<file path="config.mk">
export PLATFORM = sky130hd
export DESIGN_NAME = cache_fill_fsm
export DESIGN_NICKNAME = d
export VERILOG_FILES = /design/src/rtl/cache_fill_fsm.sv
export SDC_FILE = /design/constraint.sdc
export NUM_CORES = 1
export LEC_CHECK = 0
export BUFFER_PORTS_ARGS = -buffer_cell sky130_fd_sc_hd__buf_4
export CAP_MARGIN = 20
export CORE_MARGIN = 2
export CORE_UTILIZATION = 35
export CTS_CLUSTER_DIAMETER = 40
export CTS_CLUSTER_SIZE = 10
export DETAILED_ROUTE_END_ITERATION = 8
export HOLD_SLACK_MARGIN = 0.15
export PLACE_DENSITY = 0.69
export REMOVE_ABC_BUFFERS = 1
export SLEW_MARGIN = 20
export SYNTH_ARGS = -nofsm -noshare
export SYNTH_HDL_FRONTEND = slang
export SYNTH_SLANG_ARGS = --single-unit
</file>
<file path="constraint.sdc">
create_clock -name clk -period 2 [get_ports clk]
set_input_delay 0.2 -clock clk [delete_from_list [all_inputs] [get_ports clk]]
set_output_delay 0.2 -clock clk [all_outputs]
set_load 0.02 [all_outputs]
</file>
<file path="src/rtl/cache_fill_fsm.sv">
// Line fill controller: on a miss, reads the eight 16-bit words of a 16 B line, writes each to the data array, then writes the tag once.
// Requests start the cycle after the miss; returns are counted by valid pulse, not cycles; busy stalls the pipeline.
module cache_fill_fsm (
    input  logic        clk,
    input  logic        rst,
    input  logic        miss_detected,
    input  logic [15:0] miss_address,
    input  logic        mem_data_valid,
    input  logic [15:0] mem_data_in,
    output logic        fsm_busy,
    output logic        mem_req,
    output logic [15:0] mem_addr,
    output logic        write_data_array,
    output logic [15:0] cache_wr_addr,
    output logic [15:0] cache_wr_data,
    output logic        write_tag_array
);

    typedef enum logic [1:0] {
        IDLE = 2'd0,
        FILL = 2'd1,
        TAG  = 2'd2
    } fillState_t;

    fillState_t  state;
    fillState_t  nextState;
    logic [15:0] base;
    logic [2:0]  issueCnt;
    logic [2:0]  rcvCnt;
    logic        issueDone;
    logic        rcvDone;
    logic        missAccept;
    logic        issuing;
    logic        accepting;

    assign missAccept = (state == IDLE) && miss_detected;
    assign issuing    = (state == FILL) && !issueDone;
    assign accepting  = (state == FILL) && mem_data_valid && !rcvDone;

    always_ff @(posedge clk or negedge rst) begin
        if (!rst) begin
            state <= IDLE;
        end else begin
            state <= nextState;
        end
    end

    always_comb begin
        nextState = state;
        case (state)
            IDLE: if (missAccept) nextState = FILL;
            FILL: if (accepting && (rcvCnt == 3'd7)) nextState = TAG;
            TAG:  nextState = IDLE;
            default: nextState = IDLE;
        endcase
    end

    // Word offsets are spliced below the line base, so addresses can never carry into the next line.
    always_ff @(posedge clk or negedge rst) begin
        if (!rst) begin
            base      <= 16'h0000;
            issueCnt  <= 3'd0;
            rcvCnt    <= 3'd0;
            issueDone <= 1'b0;
            rcvDone   <= 1'b0;
        end else if (missAccept) begin
            base      <= {miss_address[15:4], 4'h0};
            issueCnt  <= 3'd0;
            rcvCnt    <= 3'd0;
            issueDone <= 1'b0;
            rcvDone   <= 1'b0;
        end else begin
            if (issuing) begin
                issueCnt <= issueCnt + 3'd1;
                if (issueCnt == 3'd7) issueDone <= 1'b1;
            end
            if (accepting) begin
                rcvCnt <= rcvCnt + 3'd1;
                if (rcvCnt == 3'd7) rcvDone <= 1'b1;
            end
        end
    end

    always_comb begin
        fsm_busy         = (state != IDLE);
        mem_req          = issuing;
        mem_addr         = base;
        write_data_array = accepting;
        cache_wr_addr    = base;
        cache_wr_data    = 16'h0000;
        write_tag_array  = (state == TAG);
        if (issuing) mem_addr = {base[15:4], issueCnt, 1'b0};
        if (accepting) begin
            cache_wr_addr = {base[15:4], rcvCnt, 1'b0};
            cache_wr_data = mem_data_in;
        end
    end

endmodule

</file>
==> impl_metrics.py <==
metrics = {
    "final_layout": {
        "antennaDiodeCount": 0,
        "nFillCells": 303,
        "fin_util_pct": 58.7,
        "area_growth_pct": 61.7,
        "nets": 229,
        "drive_gt1_share_pct": 55.9,
        "seq_area_um2": 551,
        "stdcell_count": 234,
        "multi_input_area_um2": 513,
    },
    "clocking": {
        "cts_num_sinks": 22,
        "root_buffer": "clkbuf_4",
        "numCtsBuffers": 3,
        "htreeDepth": 1,
        "cts_tree": "done",
        "clockBufferDepth": 2,
        "cts_setup_buffers": 0,
        "clk_pin_slew_ns": 0.13,
        "cts_resized": 0,
        "clk_latency_ns": 0.31,
    },
    "flow_run": {
        "drv_cap": 0,
    },
    "status": {
        "status": "finished clean",
    },
    "sta": {
        "finalCritPeriodShare_pct": 87.6,
        "max_clock_freq_ghz": 0.571,
        "skew_ns": 0.0134,
        "rsz0062_at_grt": "no",
        "final_max_slew_viol_count": 0,
        "fin_crit_ns": 1.75,
        "setup_viol": 0,
        "hold_violations": 0,
    },
    "setup_path": {
        "path_buf_inv": 2,
        "critical_path.endpoint": "cache_wr_data[14]",
        "critPathMaxFanout": 19,
        "critPathLaunchType": "flop",
        "path_depth": 4,
        "reg2reg_to": "base[6]",
        "crit_arrival_ns": 1.55,
        "crit_family": "flip-flops",
        "timing.rr.start": "state[0]",
        "reg2reg_depth": 3,
        "startpoint": "state[1]",
        "worstSetupEndpointType": "output pin",
        "cpMostUsedCell": "buf_4",
        "critPathMaxStageDelay_ns": 0.48,
        "cpMaxStageDelayCell": "dfrtp_1",
        "crit_type": "flop to output pin",
        "crit_chain": "and4bb_1 > buf_4 > and2_1 > buf_4",
        "r2r_setup_slack_ns": 0.56,
        "cp.required_ns": 1.80,
    },
    "routing": {
        "post_drt_wl_per_cell_um": 12.1,
        "drtAntennaViolNets": 0,
        "post-route-drc-count": 0,
        "dr.pass1.iters": 4,
        "wl_um": 2830,
        "vias_per_cell": 4.41,
        "vias": 1033,
        "drtIter0Drc": 7,
    },
    "logic_synthesis": {
        "synth_cell_types": 22,
        "yosysSeqAreaShare_pct": 45.8,
        "synth-simple-area-share_pct": 18.6,
        "syn_area_um2": 1200,
        "synth_area_leaders": "dfrtp_1 46%, and2_1 11%, buf_4 9.4%",
        "ys_ff_latch": 22,
        "synth_top_family_by_area": "simple AND/OR/NAND/NOR gates",
        "synth_top_area_share_pct": 45.8,
        "yosys_warnings": 0,
        "synth_mux_area_share_pct": 12.5,
        "yosysTopAreaCell": "dfrtp_1",
        "synth_compound_area_share_pct": 4.90,
        "synthAdderAreaFrac_pct": 4.17,
        "syn_inst": 105,
        "synthXorXnorAreaFrac_pct": 1.46,
        "avgSynthCellArea_um2": 11.4,
    },
    "placed_design": {
        "port_buffers": 81,
        "gp_congestion": 0.679,
        "dp_hpwl_um": 2160,
        "dpl.cell_count": 217,
    },
    "floorplan": {
        "initial_core_util_pct": 36.3,
        "dieArea_um2": 3920,
        "core_um2": 3310,
        "die_x_um": 62.6,
        "io_pins": 88,
        "die_y_um": 62.6,
        "placementRows": 21,
    },
    "global_route": {
        "grt_max_degree": 23,
        "grt_pass1_wl_um": 4820,
        "antenna_found_initial": 0,
        "grtUsageTotal_pct": 15.2,
        "grt_pass1_vias": 1037,
        "grt-ovfl-total": 0,
    },
    "pwr": {
        "power_density_nw_per_um2": 1620,
        "p_leak_uw": 0.000998,
        "ir_drop_uv": 731,
    },
    "min_path": {
        "min_path_type": "input pin to flop",
        "hold_depth": 4,
    },
}
## state kept, by name, indices dropped and copies added (netlist names)
signal / count
rcvDone: 1
rcvCnt: 3
issueCnt: 3
state: 2
issueDone: 1
base: 12
## timing repair
item | 4_1_cts | 5_1_grt
setup endpoints to repair | 0 | 0
endpoints found under the hold margin | 34 | 0
hold buffers | 13 | 0
## layout by cell type, fill, tap and decap left out, drive strengths merged
cell | netlist | routed
and2 | 22 | 22
nand2b | 1 | 1
ha | 4 | 4
clkbuf | 0 | 3
dfrtp | 22 | 22
or2 | 1 | 1
xnor2 | 2 | 2
mux2 | 12 | 12
a31o | 1 | 1
nor3b | 2 | 2
buf | 19 | 84
and4bb | 1 | 1
nand2 | 1 | 1
a22o | 4 | 4
a21oi | 3 | 3
dlygate4sd3 | 0 | 13
conb | 1 | 2
bufinv | 0 | 1
nor2 | 7 | 7
inv | 2 | 2
## metrics by stage
stage	area (µm²)	setup slack [ns]	setup TNS, ns	hold slack [ns]	power [µW]
4_1_cts	1940	0.227	0	0.248	3190
6_report	1940	0.248	0	0.248	3150
3_5_place_dp	1760	0.575	0	0.107	2830
3_3_place_gp	1760	0.596	0	0.102	2770
5_1_grt	1940	0.116	0	0.261	3370
2_1_floorplan	1070	-0.528	-8.32	-0.0956	1960
## final cells by class
cell class / count / area share [%]
clock buffer: 3 / 1.16
clock inverter: 1 / 1.55
inverter: 2 / 0.387
multi-input combinational: 63 / 26.4
sequential: 22 / 28.4
tap: 46 / 2.96
timing repair buffer: 97 / 39.2
## cell families (layout without fill, tap and decap cells)
kind of cell | after synthesis | after routing
other | 1 | 2
flip-flops | 22 | 22
buffers and inverters | 21 | 103
adder cells (fa/ha/maj) | 4 | 4
XOR/XNOR | 2 | 2
AO/OA/AOI/OAI | 8 | 8
multiplexers | 12 | 12
AND/OR/NAND/NOR | 35 | 35
## per-layer routing
layer	vias up	GRT usage, %	share of wire, %
met5	-	0	0
met4	0	5.83	1.3
met3	4	5.23	10
met2	57	28.5	53
met1	476	15.3	36
li1	496	-	-
## cells in the mapped netlist
master	instances
and2_1	22
dfrtp_1	22
buf_4	15
mux2_2	8
nor2_1	5
a22o_1	4
ha_1	4
mux2_4	4
a21oi_1	3
buf_2	3
inv_1	2
nor2_2	2
xnor2_1	2
a31o_1	1
and4bb_1	1
buf_6	1
conb_1	1
nand2_1	1
nand2b_1	1
nor3b_1	1
nor3b_4	1
or2_2	1
## worst min path at each step
stage	from	end
2_1_floorplan	rst	base[10]
3_3_place_gp	rst	issueCnt[2]
3_5_place_dp	rst	issueCnt[2]
4_1_cts	miss_detected	issueDone
5_1_grt	miss_detected	issueDone
6_report	miss_detected	issueDone
## tightest hold or removal path, delay by kind of cell
kind | cells | cell delay, ns
compound gates | 1 | 0.15
buf+inv | 1 | 0.08
simple gates | 2 | 0.10
## power breakdown
group	internal (µW)	switching [µW]	leakage, µW	total, µW
Clock	202	137	0.0000279	340
Sequential	660	183	0.000267	843
Combinational	983	988	0.000703	1970
Note: power is estimated with default switching activity, not from simulation.
